## config.mk

```make
export PLATFORM = sky130hd
export DESIGN_NAME = shift_add_mult8_flat
export DESIGN_NICKNAME = d
export VERILOG_FILES = /design/src/rtl/shift_add_mult8_if.sv /design/src/rtl/shift_add_mult8.sv /design/src/flat_wrapper.sv
export SDC_FILE = /design/constraint.sdc
export NUM_CORES = 1
export LEC_CHECK = 0
export BUFFER_PORTS_ARGS = -buffer_cell sky130_fd_sc_hd__buf_2
export CORE_MARGIN = 1
export CORE_UTILIZATION = 39
export DETAILED_ROUTE_END_ITERATION = 10
export HOLD_SLACK_MARGIN = 0.06
export PLACE_DENSITY = 0.58
export SYNTH_ARGS = -nofsm -noshare
export SYNTH_HDL_FRONTEND = slang
export SYNTH_SLANG_ARGS = --single-unit
export TNS_END_PERCENT = 100
```

## constraint.sdc

```tcl
create_clock -name clk -period 4.7 [get_ports clk]
set_clock_uncertainty 0.1 [all_clocks]
set_input_delay 0.47 -clock clk [delete_from_list [all_inputs] [get_ports clk]]
set_output_delay 0.47 -clock clk [all_outputs]
set_load 0.005 [all_outputs]
```

## src/rtl/shift_add_mult8_if.sv

```systemverilog
// Request/result bundle for the shift-add multiplier.
// The requester drives start/A/B; the multiplier drives busy/done/Product.
interface shift_add_mult8_if #(
  parameter int N = 8
);
  logic           start;
  logic [N-1:0]   A;
  logic [N-1:0]   B;
  logic           busy;
  logic           done;
  logic [2*N-1:0] Product;

  modport master (
    output start, A, B,
    input  busy, done, Product
  );

  modport slave (
    input  start, A, B,
    output busy, done, Product
  );
endinterface

```

## src/rtl/shift_add_mult8.sv

```systemverilog
// Sequential NxN unsigned shift-add multiplier.
// One multiplier bit per cycle through an N-bit ripple adder.
module shift_add_mult8 #(
  parameter int N = 8
) (
  input logic              clk,
  input logic              rst_n,
  shift_add_mult8_if.slave bus
);
  localparam int CW = $clog2(N);

  typedef enum logic [1:0] {
    IDLE = 2'd0,
    RUN  = 2'd1,
    DONE = 2'd2
  } state_e;

  state_e state_q, state_d;

  logic [N-1:0]   mcand_q, mcand_d;
  logic [N-1:0]   acc_hi_q, acc_hi_d;
  logic [N-1:0]   acc_lo_q, acc_lo_d;
  logic [CW-1:0]  count_q, count_d;
  logic [2*N-1:0] prod_q, prod_d;
  logic           busy_q, busy_d;
  logic           done_q, done_d;

  logic [N-1:0] add_b;
  logic [N-1:0] sum;
  logic [N:0]   carry;
  logic         cout;
  logic         last;

  assign last = (count_q == CW'(N - 1));

  // Ripple adder, Cin tied low.
  always_comb begin
    add_b    = acc_lo_q[0] ? mcand_q : '0;
    carry    = '0;
    sum      = '0;
    for (int i = 0; i < N; i++) begin
      sum[i]     = acc_hi_q[i] ^ add_b[i] ^ carry[i];
      carry[i+1] = (acc_hi_q[i] & add_b[i]) |
                   (carry[i] & (acc_hi_q[i] ^ add_b[i]));
    end
    cout = carry[N];
  end

  always_ff @(posedge clk or negedge rst_n) begin
    if (!rst_n) begin
      state_q <= IDLE;
    end else begin
      state_q <= state_d;
    end
  end

  always_comb begin
    state_d = state_q;
    unique case (state_q)
      IDLE:    if (bus.start) state_d = RUN;
      RUN:     if (last) state_d = DONE;
      DONE:    state_d = IDLE;
      default: state_d = IDLE;
    endcase
  end

  always_comb begin
    mcand_d  = mcand_q;
    acc_hi_d = acc_hi_q;
    acc_lo_d = acc_lo_q;
    count_d  = count_q;
    prod_d   = prod_q;
    busy_d   = busy_q;
    done_d   = 1'b0;
    unique case (state_q)
      IDLE: begin
        if (bus.start) begin
          mcand_d  = bus.A;
          acc_hi_d = '0;
          acc_lo_d = bus.B;
          count_d  = '0;
          busy_d   = 1'b1;
        end
      end
      RUN: begin
        // Cout becomes the new MSB of the partial product.
        acc_hi_d = {cout, sum[N-1:1]};
        acc_lo_d = {sum[0], acc_lo_q[N-1:1]};
        count_d  = count_q + CW'(1);
        if (last) begin
          prod_d = {cout, sum, acc_lo_q[N-1:1]};
          done_d = 1'b1;
        end
      end
      DONE: begin
        busy_d = 1'b0;
      end
      default: begin
        busy_d = 1'b0;
      end
    endcase
  end

  always_ff @(posedge clk or negedge rst_n) begin
    if (!rst_n) begin
      mcand_q  <= '0;
      acc_hi_q <= '0;
      acc_lo_q <= '0;
      count_q  <= '0;
      prod_q   <= '0;
      busy_q   <= 1'b0;
      done_q   <= 1'b0;
    end else begin
      mcand_q  <= mcand_d;
      acc_hi_q <= acc_hi_d;
      acc_lo_q <= acc_lo_d;
      count_q  <= count_d;
      prod_q   <= prod_d;
      busy_q   <= busy_d;
      done_q   <= done_d;
    end
  end

  assign bus.busy    = busy_q;
  assign bus.done    = done_q;
  assign bus.Product = prod_q;
endmodule

```

## src/flat_wrapper.sv

```systemverilog
// flat-port wrapper written by rule: the top's interface ports become plain ports
module shift_add_mult8_flat 
#(
  parameter int N = 8
)
  (clk, rst_n, bus_start, bus_A, bus_B, bus_busy, bus_done, bus_Product);
  shift_add_mult8_if #(.N(N)) bus_i ();
  input logic clk;
  input logic rst_n;
  input wire logic [$bits(bus_i.start)-1:0] bus_start;
  input wire logic [$bits(bus_i.A)-1:0] bus_A;
  input wire logic [$bits(bus_i.B)-1:0] bus_B;
  output wire logic [$bits(bus_i.busy)-1:0] bus_busy;
  output wire logic [$bits(bus_i.done)-1:0] bus_done;
  output wire logic [$bits(bus_i.Product)-1:0] bus_Product;
  assign bus_i.start = bus_start;
  assign bus_i.A = bus_A;
  assign bus_i.B = bus_B;
  assign bus_busy = bus_i.busy;
  assign bus_done = bus_i.done;
  assign bus_Product = bus_i.Product;
  shift_add_mult8 #(.N(N)) u_core (.clk(clk), .rst_n(rst_n), .bus(bus_i));
endmodule
```

# Word-level counts from Yosys, hierarchy flattened
# Index checks and enable logic that the tools add are counted.
# Widths: inputs -> output; s select.
[word_totals] reg_bits=47
[classes] reduce_logical=7 bitwise=38 eq_ne=4 addsub=1 muxes=14
[op_table] cell="$pmux 8 s2" n=2
[op_table] cell="$mux 8" n=3
[op_table] cell="$and 1x1->1" n=15
[op_table] cell="$xor 1x1->1" n=15
[op_table] cell="$reduce_and 2->1" n=5
[op_table] cell="$or 1x1->1" n=7
[op_table] cell="$pmux 3 s2" n=1
[op_table] cell="$mux 2" n=2
[op_table] cell="$pmux 2 s2" n=1
[op_table] cell="$add 3x1->3 const B" n=1
[op_table] cell="$eq 3x3->1 const B" n=1
[op_table] cell="$mux 1" n=3
[op_table] cell="$mux 3" n=1
[op_table] cell="$eq 2x1->1 const B" n=1
[op_table] cell="$logic_not 2->1" n=1
[op_table] cell="$ne 2x1->1 const B" n=1
[op_table] cell="$ne 2x2->1 const B" n=1
[op_table] cell="$pmux 1 s2" n=1
[op_table] cell="$reduce_bool 2->1" n=1
[op_table] cell="$not 1->1" n=1

# Depth between registers and ports, before layout
# Gate-level depths: netlist of the first run.
[logic_depth] depth_word=17 ltp_mapped=12 mapped_depth_nobuf=11

# Worst setup path after synthesis of the first run
# OpenSTA, ideal clock, no wires.
[synth_timing] path_type="reg-to-reg" startpoint="reg u_core.acc_lo_q[0]" endpoint="reg u_core.acc_hi_q[6]" setup_time_ns=0.128 synth_period_minus_slack_ns=3.916 n_path_buf=1 path_stages_with_launch=13 arrival_ns=3.688 setup_slack_ns=0.784 path_cell_list="dfrtp_1 > clkbuf_1 > and2_1 > ha_1 > inv_1 > fa_1 > fa_1 > fa_1 > fa_1 > fa_1 > fa_1 > fa_1 > o22ai_1"
[synth_between] elab_chain_len=16 word_cells_on_any_way=29
[synth_lines] item="from (decl)" line="shift_add_mult8.sv:22" rtl="logic [N-1:0] acc_lo_q, acc_lo_d;"
[synth_lines] item="from (signal assigned)" line="shift_add_mult8.sv:116" rtl="acc_lo_q <= acc_lo_d;"
[synth_lines] item="$mux 8 *" line="shift_add_mult8.sv:38" rtl="add_b = acc_lo_q[0] ? mcand_q : '0;"
[synth_lines] item="$and 1x1->1 / $xor 1x1->1 (equally long branches)" line="shift_add_mult8.sv:43, shift_add_mult8.sv:44"
[synth_lines] item="$and 1x1->1" line="shift_add_mult8.sv:44" rtl="(carry[i] & (acc_hi_q[i] ^ add_b[i]));"
[synth_lines] item="$or 1x1->1" line="shift_add_mult8.sv:43" rtl="carry[i+1] = (acc_hi_q[i] & add_b[i]) |"
[synth_lines] item="$and 1x1->1" line="shift_add_mult8.sv:44"
[synth_lines] item="$or 1x1->1" line="shift_add_mult8.sv:43"
[synth_lines] item="$and 1x1->1" line="shift_add_mult8.sv:44"
[synth_lines] item="$or 1x1->1" line="shift_add_mult8.sv:43"
[synth_lines] item="$and 1x1->1" line="shift_add_mult8.sv:44"
[synth_lines] item="$or 1x1->1" line="shift_add_mult8.sv:43"
[synth_lines] item="$and 1x1->1" line="shift_add_mult8.sv:44"
[synth_lines] item="$or 1x1->1" line="shift_add_mult8.sv:43"
[synth_lines] item="$and 1x1->1" line="shift_add_mult8.sv:44"
[synth_lines] item="$or 1x1->1" line="shift_add_mult8.sv:43"
[synth_lines] item="$xor 1x1->1 *" line="shift_add_mult8.sv:42" rtl="sum[i] = acc_hi_q[i] ^ add_b[i] ^ carry[i];"
[synth_lines] item="$pmux 8 s2 *" line="shift_add_mult8.sv:75" rtl="unique case (state_q)"
[synth_lines] item="to (signal assigned)" line="shift_add_mult8.sv:115" rtl="acc_hi_q <= acc_hi_d;"
[synth_lines] item="to (decl)" line="shift_add_mult8.sv:21" rtl="logic [N-1:0] acc_hi_q, acc_hi_d;"
# Every way passes the cells marked *; elsewhere a longest branch is shown, timed or not.
# A chain may end at the register's enable or synchronous reset.

# Worst setup path in the final report of the first run
[layout_timing] startpoint="reg u_core.acc_lo_q[0]" endpoint="reg u_core.prod_q[14], in the netlist u_core.bus.Product[14]"
[layout_between] elab_chain_len=15 word_cells_on_any_way=28
[layout_lines] item="$mux 8 *" line="shift_add_mult8.sv:38"
[layout_lines] item="$and 1x1->1 / $xor 1x1->1 (equally long branches)" line="shift_add_mult8.sv:43, shift_add_mult8.sv:44"
[layout_lines] item="$and 1x1->1" line="shift_add_mult8.sv:44"
[layout_lines] item="$or 1x1->1" line="shift_add_mult8.sv:43"
[layout_lines] item="$and 1x1->1" line="shift_add_mult8.sv:44"
[layout_lines] item="$or 1x1->1" line="shift_add_mult8.sv:43"
[layout_lines] item="$and 1x1->1" line="shift_add_mult8.sv:44"
[layout_lines] item="$or 1x1->1" line="shift_add_mult8.sv:43"
[layout_lines] item="$and 1x1->1" line="shift_add_mult8.sv:44"
[layout_lines] item="$or 1x1->1" line="shift_add_mult8.sv:43"
[layout_lines] item="$and 1x1->1" line="shift_add_mult8.sv:44"
[layout_lines] item="$or 1x1->1" line="shift_add_mult8.sv:43"
[layout_lines] item="$and 1x1->1" line="shift_add_mult8.sv:44"
[layout_lines] item="$or 1x1->1" line="shift_add_mult8.sv:43"
[layout_lines] item="$xor 1x1->1 *" line="shift_add_mult8.sv:42"
[layout_lines] item="to (signal assigned)" line="shift_add_mult8.sv:118" rtl="prod_q <= prod_d;"
[layout_lines] item="to (decl)" line="shift_add_mult8.sv:24" rtl="logic [2*N-1:0] prod_q, prod_d;"
# Marked as above.

==> run metrics, run 1 <==
Gate Count Post-Synth 169; GRT Residual Overflow 0; startpoint types register; CTS tree done; # setup viols final 0; worst slew pin tran 1061 ps; most frequent cells in the layout dfrtp_1, buf_2, inv_1; fmax 249.1 MHz; Detailed Route WL 3885 um; setup bufs post-CTS 0; Die W 76.42 um; Cell Pwr Density 686.0 mW/mm^2; post-cts resize count 0; initial antenna violation count 0; GP Congestion 0.7681; crit path DAT 4050 ps; Clock Tree Buf Depth 2; Leak Pwr 1.185 nW; Syn Area/Cell 12.78 sq um; Synthesis Warnings 0; Hold WC Path Type input port to async pin; Avg WL per Cell 14.28 um; via count 1,334; synthesized area 0.002160 sq mm; final core utilization 46.78%; status completed; first-pass GRT wire length 6927 um; most common cell after layout, fill and taps aside dfrtp_1; hold_buf cts 0; Post-synth EDFFs 0; period utilization 85.41%; Area Overhead vs Synth 12.75%; DIE AREA 0.005839 sq mm; ratio of cells with drive above 1 in the final layout 30.20%; total CTS buffers 5; Pins Over Slew Limit 0; Final ANT Viol Nets 0; r2r setup slk 690 ps; RSZ-0062 raised after global routing no; total track usage 15.15%; Pre-antenna DRT Iters 4; DP HPWL 2715 um; Worst Path Max Fanout 9; final hold violations 0; flops & latches, synth 47; CP Capture Type register; critical path class register to register; fin crit period 4014 ps; clock slew at reported path FFs 80 ps; core area 0.005205 sq mm; Die Y 76.42 um; Post-synth ARST share 100.0%; setup_tns 0 ps; post-synthesis sequential area ratio 54.46%; Net Count, Synth 198; vias in the first global route 1,463; CTS Root Cell clkbuf_8; ys flop type dfrtp_1; Worst-Skew Late Latency 300 ps; Iteration-0 DRC Markers 80; worst path required time 4740 ps; largest net degree at the start of global routing 48; # Max-Cap Violations 0; Post-layout nets 230; Max rail drop VDD 232.6 uV; Clock Sinks 47; Cell variety after synth 28; num rows 26; Slew Limit Headroom 29.02%; IO buf count 36; Ports 37; diodes inserted 0; H-tree levels 2; starting density of the core 41.49%; DRC 0; Avg Vias per Cell 4.904
## worst max-delay path, stage by stage, from the launching register on
cell and delay, ps:
dfrtp_1 490, and2_1 170, ha_1 130, inv_1 40, fa_1 380, fa_1 390, fa_1 390, fa_1 380
fa_1 400, fa_1 390, fa_1 520, mux2i_1 80
## cell type report
class                   instances  area, sq um
fillers                       500         2770
flip-flops and latches         47         1176
multi-input cells              85        812.0
repair buffers                 36        180.2
inverters                      26        97.59
well taps                      70        87.58
clock buffers                   7        76.32
clock inverters                 1        5.005
## Yosys cell counts (all sizes together) (2+ instances only)
library cell,n,area [sq um]
a211oi,7,52.55
a21oi,2,10.01
a22o,2,17.52
buf,9,66.31
clkbuf,2,7.510
dfrtp,47,1176
fa,7,140.1
ha,3,37.54
inv,26,97.59
mux2,16,180.2
mux2i,9,90.09
nand2,7,26.28
nor3b,8,71.32
nor4b,7,61.31
o22ai,7,43.79
## cell families (layout without fill, tap and decap cells)
logic type                 count (synthesis)  count (layout)  share of synthesized area, %
muxes                                     25              25                         12.51
adders and majority gates                 10              10                         8.227
AOI/OAI and AO/OA                         22              22                         7.474
and+or+nand+nor                           28              28                         9.387
DFF                                       47              47                         54.46
buffers and inverters                     37              70                         7.937
## registers in the layout, indices dropped and copies added, names as in the netlist
register,flops
u_core.mcand_q,8
u_core.bus.Product,16
u_core.acc_hi_q,8
u_core.state_q,2
u_core.bus.done,1
u_core.count_q,3
u_core.acc_lo_q,8
u_core.bus.busy,1
## power breakdown
part | total, mW | internal, mW | leakage (nW) | switching (mW)
Sequential | 0.736 | 0.605 | 0.561 | 0.131
Clock | 0.232 | 0.105 | 0.0422 | 0.128
Combinational | 0.702 | 0.369 | 0.582 | 0.333
Total | 1.67 | 1.08 | 1.19 | 0.591
## metal layers
metal  track usage [%]  routed length [um]  up-vias
met5                 0                   0        -
met4             6.346                  73        0
met2             25.05                1869       29
met3             3.473                 147        7
li1                  -                   -      632
met1             19.08                1794      666
## worst paths after layout
kind / depth (start not counted) / endpoint / start
max reg2reg: 11 / u_core.bus.Product[14] / u_core.acc_lo_q[0]
max: 11 / u_core.bus.Product[14] / u_core.acc_lo_q[0]
min in group clk: 2 / u_core.mcand_q[3] / bus_A[3]
max in group asynchronous: 1 / u_core.bus.Product[5] / rst_n
min: 1 / u_core.bus.Product[10] / rst_n
min reg2reg: 1 / u_core.count_q[0] / u_core.count_q[0]
## stage by stage
step	hold slack (ps)	setup WS, ps	cells	total power [mW]	area, sq um
6_report	241.8	685.6	272	1.670	2435
5_1_grt	299.3	490.2	272	1.829	2435
4_1_cts	288.6	654.7	272	1.699	2435
3_5_place_dp	386.9	662.2	264	1.462	2354
3_3_place_gp	366.8	777.7	264	1.420	2354
2_1_floorplan	74.41	784.4	169	1.252	2160
No activity file was read; power rests on OpenSTA's default activity.
==> inputs of run 2 (changes only) <==
--- a/config.mk
+++ b/config.mk
@@ -7,10 +7,10 @@
 export LEC_CHECK = 0
 export BUFFER_PORTS_ARGS = -buffer_cell sky130_fd_sc_hd__buf_2
 export CORE_MARGIN = 1
-export CORE_UTILIZATION = 39
+export CORE_UTILIZATION = 40
 export DETAILED_ROUTE_END_ITERATION = 10
 export HOLD_SLACK_MARGIN = 0.06
-export PLACE_DENSITY = 0.58
+export PLACE_DENSITY = 0.59
 export SYNTH_ARGS = -nofsm -noshare
 export SYNTH_HDL_FRONTEND = slang
 export SYNTH_SLANG_ARGS = --single-unit
==> run 2 against run 1 <==
Against the previous run:
- power increased by 0.91%
- critical path depth unchanged
- clock power up 3%
- via count unchanged
- global-route usage is 0.96 points higher
- sequential share of layout area fell by 0.12 points
- critical endpoint unchanged
- largest cell class unchanged
==> run metrics, run 2 (same netlist as run 1, synthesis figures left out) <==
worst slew pin tran 1095 ps; Cell Pwr Density 690.4 mW/mm^2; fmax 246.5 MHz; Pre-antenna DRT Iters 4; Leak Pwr 1.190 nW; Detailed Route WL 3894 um; slowest stage cell, crit path fa_1; routed metal-1 wirelength 1658 um; Die W 75.48 um; Worst-Skew Late Latency 290 ps; Critical R2R Launch u_core.acc_lo_q[0]; core area 0.005140 sq mm; final core utilization 47.49%; post-cts resize count 0; starting density of the core 42.02%; total CTS buffers 5; hold_buf cts 0; IO buf count 36; r2r setup slk 640 ps; CTS tree done; Top Metal Used met4; clock slew at reported path FFs 80 ps; Clock Tree Buf Depth 2; diodes inserted 0; Avg WL per Cell 14.37 um; Ports 37; period utilization 86.31%; Iteration-0 DRC Markers 108; GRT Residual Overflow 0; Pins Over Slew Limit 0; startpoint types register; reg2reg path depth 11; num rows 26; DP HPWL 2804 um; Clock Sinks 47; # setup viols final 0; DIE AREA 0.005696 sq mm; Hold WC Path Type input port to async pin; WL met2 2041 um; vias in the first global route 1,399; most frequent cells in the layout dfrtp_1, buf_2, inv_1; WL met3 132 um; critical path cell sequence and2_1 -> ha_1 -> inv_1 -> fa_1 -> fa_1 -> fa_1 -> fa_1 -> fa_1 -> fa_1 -> fa_1 -> mux2i_1; Buf+Inv Stages, Crit Path 1; cell mode on critical path fa_1; critical path class register to register; final hold violations 0; Post-layout nets 230; Avg Vias per Cell 4.923; FF-to-FF End u_core.bus.Product[14]; # Max-Cap Violations 0; ratio of cells with drive above 1 in the final layout 30.85%; first-pass GRT wire length 6693 um; GP Congestion 0.7181; fillers 496; status completed; RSZ-0062 raised after global routing no; initial antenna violation count 0; critical path's top delay family adder cells; crit-path max cell delay 520 ps; Largest register FFs 16; crit path DAT 4090 ps; Max rail drop VDD 252.0 uV; setup bufs post-CTS 0; most common cell after layout, fill and taps aside dfrtp_1; Die Y 75.48 um; DRC 0; largest net degree at the start of global routing 48; Final ANT Viol Nets 0; via count 1,334; Slew Limit Headroom 26.77%; CP Capture Type register; setup_tns 0 ps; CTS Root Cell clkbuf_8; Area Overhead vs Synth 13.04%; Worst Path Max Fanout 9; total track usage 16.12%; H-tree levels 2; worst path required time 4730 ps; fin crit period 4057 ps
[run 2: changes by cell type in the layout (fill, tap and decap cells not counted), sizes merged]
cell	before	now
clkbuf	7	6
[run 2: layout make-up]
type / count / area [sq um] / share of cell area, %
Clock inverter: 1 / 5.005 / 0.2050
Clock buffer: 6 / 82.58 / 3.383
Multi-Input combinational cell: 85 / 812.0 / 33.27
Timing Repair Buffer: 36 / 180.2 / 7.381
Inverter: 26 / 97.59 / 3.998
Tap cell: 70 / 87.58 / 3.588
Sequential cell: 47 / 1176 / 48.18
[run 2: worst register-to-register path, delay by kind of cell (launching register included)]
family	cells	cell delay (ps)
adder cells (fa/ha/maj)	8	3000
flip-flops	1	500
AND/OR/NAND/NOR	1	180
multiplexers	1	80
buffers and inverters	1	40
[run 2: how the worst max path moves through the flow]
stage,end,start,depth (start not counted)
finish,u_core.bus.Product[14],u_core.acc_lo_q[0],11
global route,u_core.bus.Product[14],u_core.acc_lo_q[0],11
CTS,u_core.bus.Product[14],u_core.acc_lo_q[0],11
detailed placement,u_core.bus.Product[14],u_core.acc_lo_q[0],11
global placement,u_core.bus.Product[14],u_core.acc_lo_q[0],11
floorplan,u_core.acc_hi_q[6],u_core.acc_lo_q[0],12
[run 2: where the power goes]
group / internal [mW] / total, mW / switching, mW
Sequential: 0.605 / 0.735 / 0.130
Clock: 0.115 / 0.239 / 0.124
Combinational: 0.371 / 0.711 / 0.340
[run 2: per-layer routing]
metal	vias to the layer above	track usage [%]
met4	0	5.350
li1	632	-
met2	23	26.88
met5	-	0
met3	9	4.497
met1	670	20.36
[run 2: metrics by stage]
stage	hold slack, ps	setup WS (ps)	instances	power, mW	area, sq um
4_1_cts	291.6	613.1	271	1.718	2441
5_1_grt	289.1	457.3	271	1.850	2441
3_3_place_gp	370.1	785.0	264	1.418	2354
2_1_floorplan	74.41	784.4	169	1.252	2160
6_report	249.4	643.2	271	1.685	2441
3_5_place_dp	381.4	624.7	264	1.474	2354
==> inputs of run 3 (changes only) <==
--- a/config.mk
+++ b/config.mk
@@ -6,6 +6,7 @@
 export NUM_CORES = 1
 export LEC_CHECK = 0
 export BUFFER_PORTS_ARGS = -buffer_cell sky130_fd_sc_hd__buf_2
+export CORE_ASPECT_RATIO = 0.7
 export CORE_MARGIN = 1
 export CORE_UTILIZATION = 40
 export DETAILED_ROUTE_END_ITERATION = 10
==> run 3 against run 2 <==
Against the previous run:
- first-iteration DRC count is 76% lower
- critical path depth stayed put
- worst hold slack worse by 2.0 ps
- sequential power hardly changed
- non-clock buffer count stayed put
- setup slack better by 37 ps
- power is 1.3% higher
- final cell count stayed put
- highest routed layer unchanged
==> run metrics, run 3 (same netlist as run 1, synthesis figures left out) <==
Die W 89.82 um; Avg Vias per Cell 4.849; FF-to-FF End u_core.bus.Product[14]; startpoint types register; worst slew pin tran 1089 ps; post-cts resize count 0; Final ANT Viol Nets 0; most frequent cells in the layout dfrtp_1, buf_2, inv_1; GP Congestion 0.7191; DIE AREA 0.005701 sq mm; routed metal-1 wirelength 1908 um; clock slew at reported path FFs 80 ps; r2r setup slk 680 ps; CTS tree done; status completed; Slew Limit Headroom 27.15%; diodes inserted 0; most common cell after layout, fill and taps aside dfrtp_1; DP HPWL 2598 um; Largest register FFs 16; hold_buf cts 0; Worst Setup EP u_core.bus.Product[14]; RSZ-0062 raised after global routing no; critical path class register to register; vias in the first global route 1,358; Worst Path Max Fanout 9; WL met2 1794 um; DRC 0; Ports 37; GRT Residual Overflow 0; Cell Pwr Density 696.0 mW/mm^2; final hold violations 0; Seq pwr share 43.1%; CTS Root Cell clkbuf_8; Detailed Route WL 3865 um; first-pass GRT wire length 6658 um; Post-Place Worst Slack 642.8 ps; num rows 21; CP Capture Type register; fin crit period 4020 ps; initial antenna violation count 0; Int Pwr 1.109 mW; sw power 0.5982 mW; Area Overhead vs Synth 13.56%; via count 1,314; Switching Fraction 35.05%; Max rail drop VDD 197.4 uV; period utilization 85.53%; largest net degree at the start of global routing 48; setup_tns 0 ps; Pins Over Slew Limit 0; Clock Sinks 47; Logic pwr share 41.1%; Pre-antenna DRT Iters 4; Critical R2R Launch u_core.acc_lo_q[0]; setup bufs post-CTS 0; crit path DAT 4080 ps; Avg WL per Cell 14.26 um; final core utilization 49.12%; Crit. Startpoint u_core.acc_lo_q[0]; IO buf count 36; Worst-Skew Late Latency 310 ps; Top Metal Used met4; starting density of the core 43.26%; Post-layout nets 230; WL met3 102 um; reg2reg path depth 11; H-tree levels 2; core area 0.004992 sq mm; fmax 248.8 MHz; total CTS buffers 5; # setup viols final 0; total track usage 15.51%; fillers 463; Leak Pwr 1.195 nW; Setup WS post-layout 679.9 ps; ratio of cells with drive above 1 in the final layout 30.69%; Clock Tree Buf Depth 2; worst path required time 4760 ps; Hold WC Path Type input port to async pin; Die Y 63.48 um; Clk pwr share 15.9%; # Max-Cap Violations 0; Iteration-0 DRC Markers 26
run 3: worst min path at each step:
stage	to	cells after the start
5_1_grt	u_core.mcand_q[5]	2
3_5_place_dp	u_core.count_q[0]	1
4_1_cts	u_core.bus.Product[15]	1
6_report	u_core.bus.Product[13]	1
2_1_floorplan	u_core.acc_hi_q[0]	0
3_3_place_gp	u_core.count_q[0]	1
run 3: final cells by class:
class	instances	area, sq um	area share, %
Timing Repair Buffer	36	180.2	7.347
Inverter	26	97.59	3.980
Tap cell	69	86.33	3.520
Sequential cell	47	1176	47.96
Clock buffer	8	100.1	4.082
Multi-Input combinational cell	85	812.0	33.11
run 3: critical path: stages (launching register included):
cell     delay (ps)
dfrtp_1         500
and2_1          180
ha_1            130
inv_1            50
fa_1            370
fa_1            390
fa_1            390
fa_1            380
fa_1            380
fa_1            390
fa_1            520
mux2i_1          70
run 3: per-layer routing:
layer	global-route usage, %	up-vias
li1	-	635
met1	19.45	658
met2	24.71	16
met3	4.710	5
met4	7.377	0
met5	0	-
run 3: stage by stage:
step | total power [mW] | cells | instance area [sq um] | hold WS, ps
floorplan | 1.252 | 169 | 2160 | 74.41
global placement | 1.422 | 263 | 2352 | 372.4
detailed placement | 1.458 | 263 | 2352 | 377.8
CTS | 1.736 | 271 | 2452 | 278.3
global route | 1.862 | 271 | 2452 | 288.6
finish | 1.707 | 271 | 2452 | 247.4
run 3: power groups by stage:
stage / clock network, mW / logic, mW / registers (mW)
4_1_cts: 0.279 / 0.721 / 0.736
3_5_place_dp: 0 / 0.716 / 0.742
3_3_place_gp: 0 / 0.688 / 0.733
2_1_floorplan: 0 / 0.552 / 0.701
6_report: 0.271 / 0.701 / 0.735
5_1_grt: 0.296 / 0.803 / 0.763
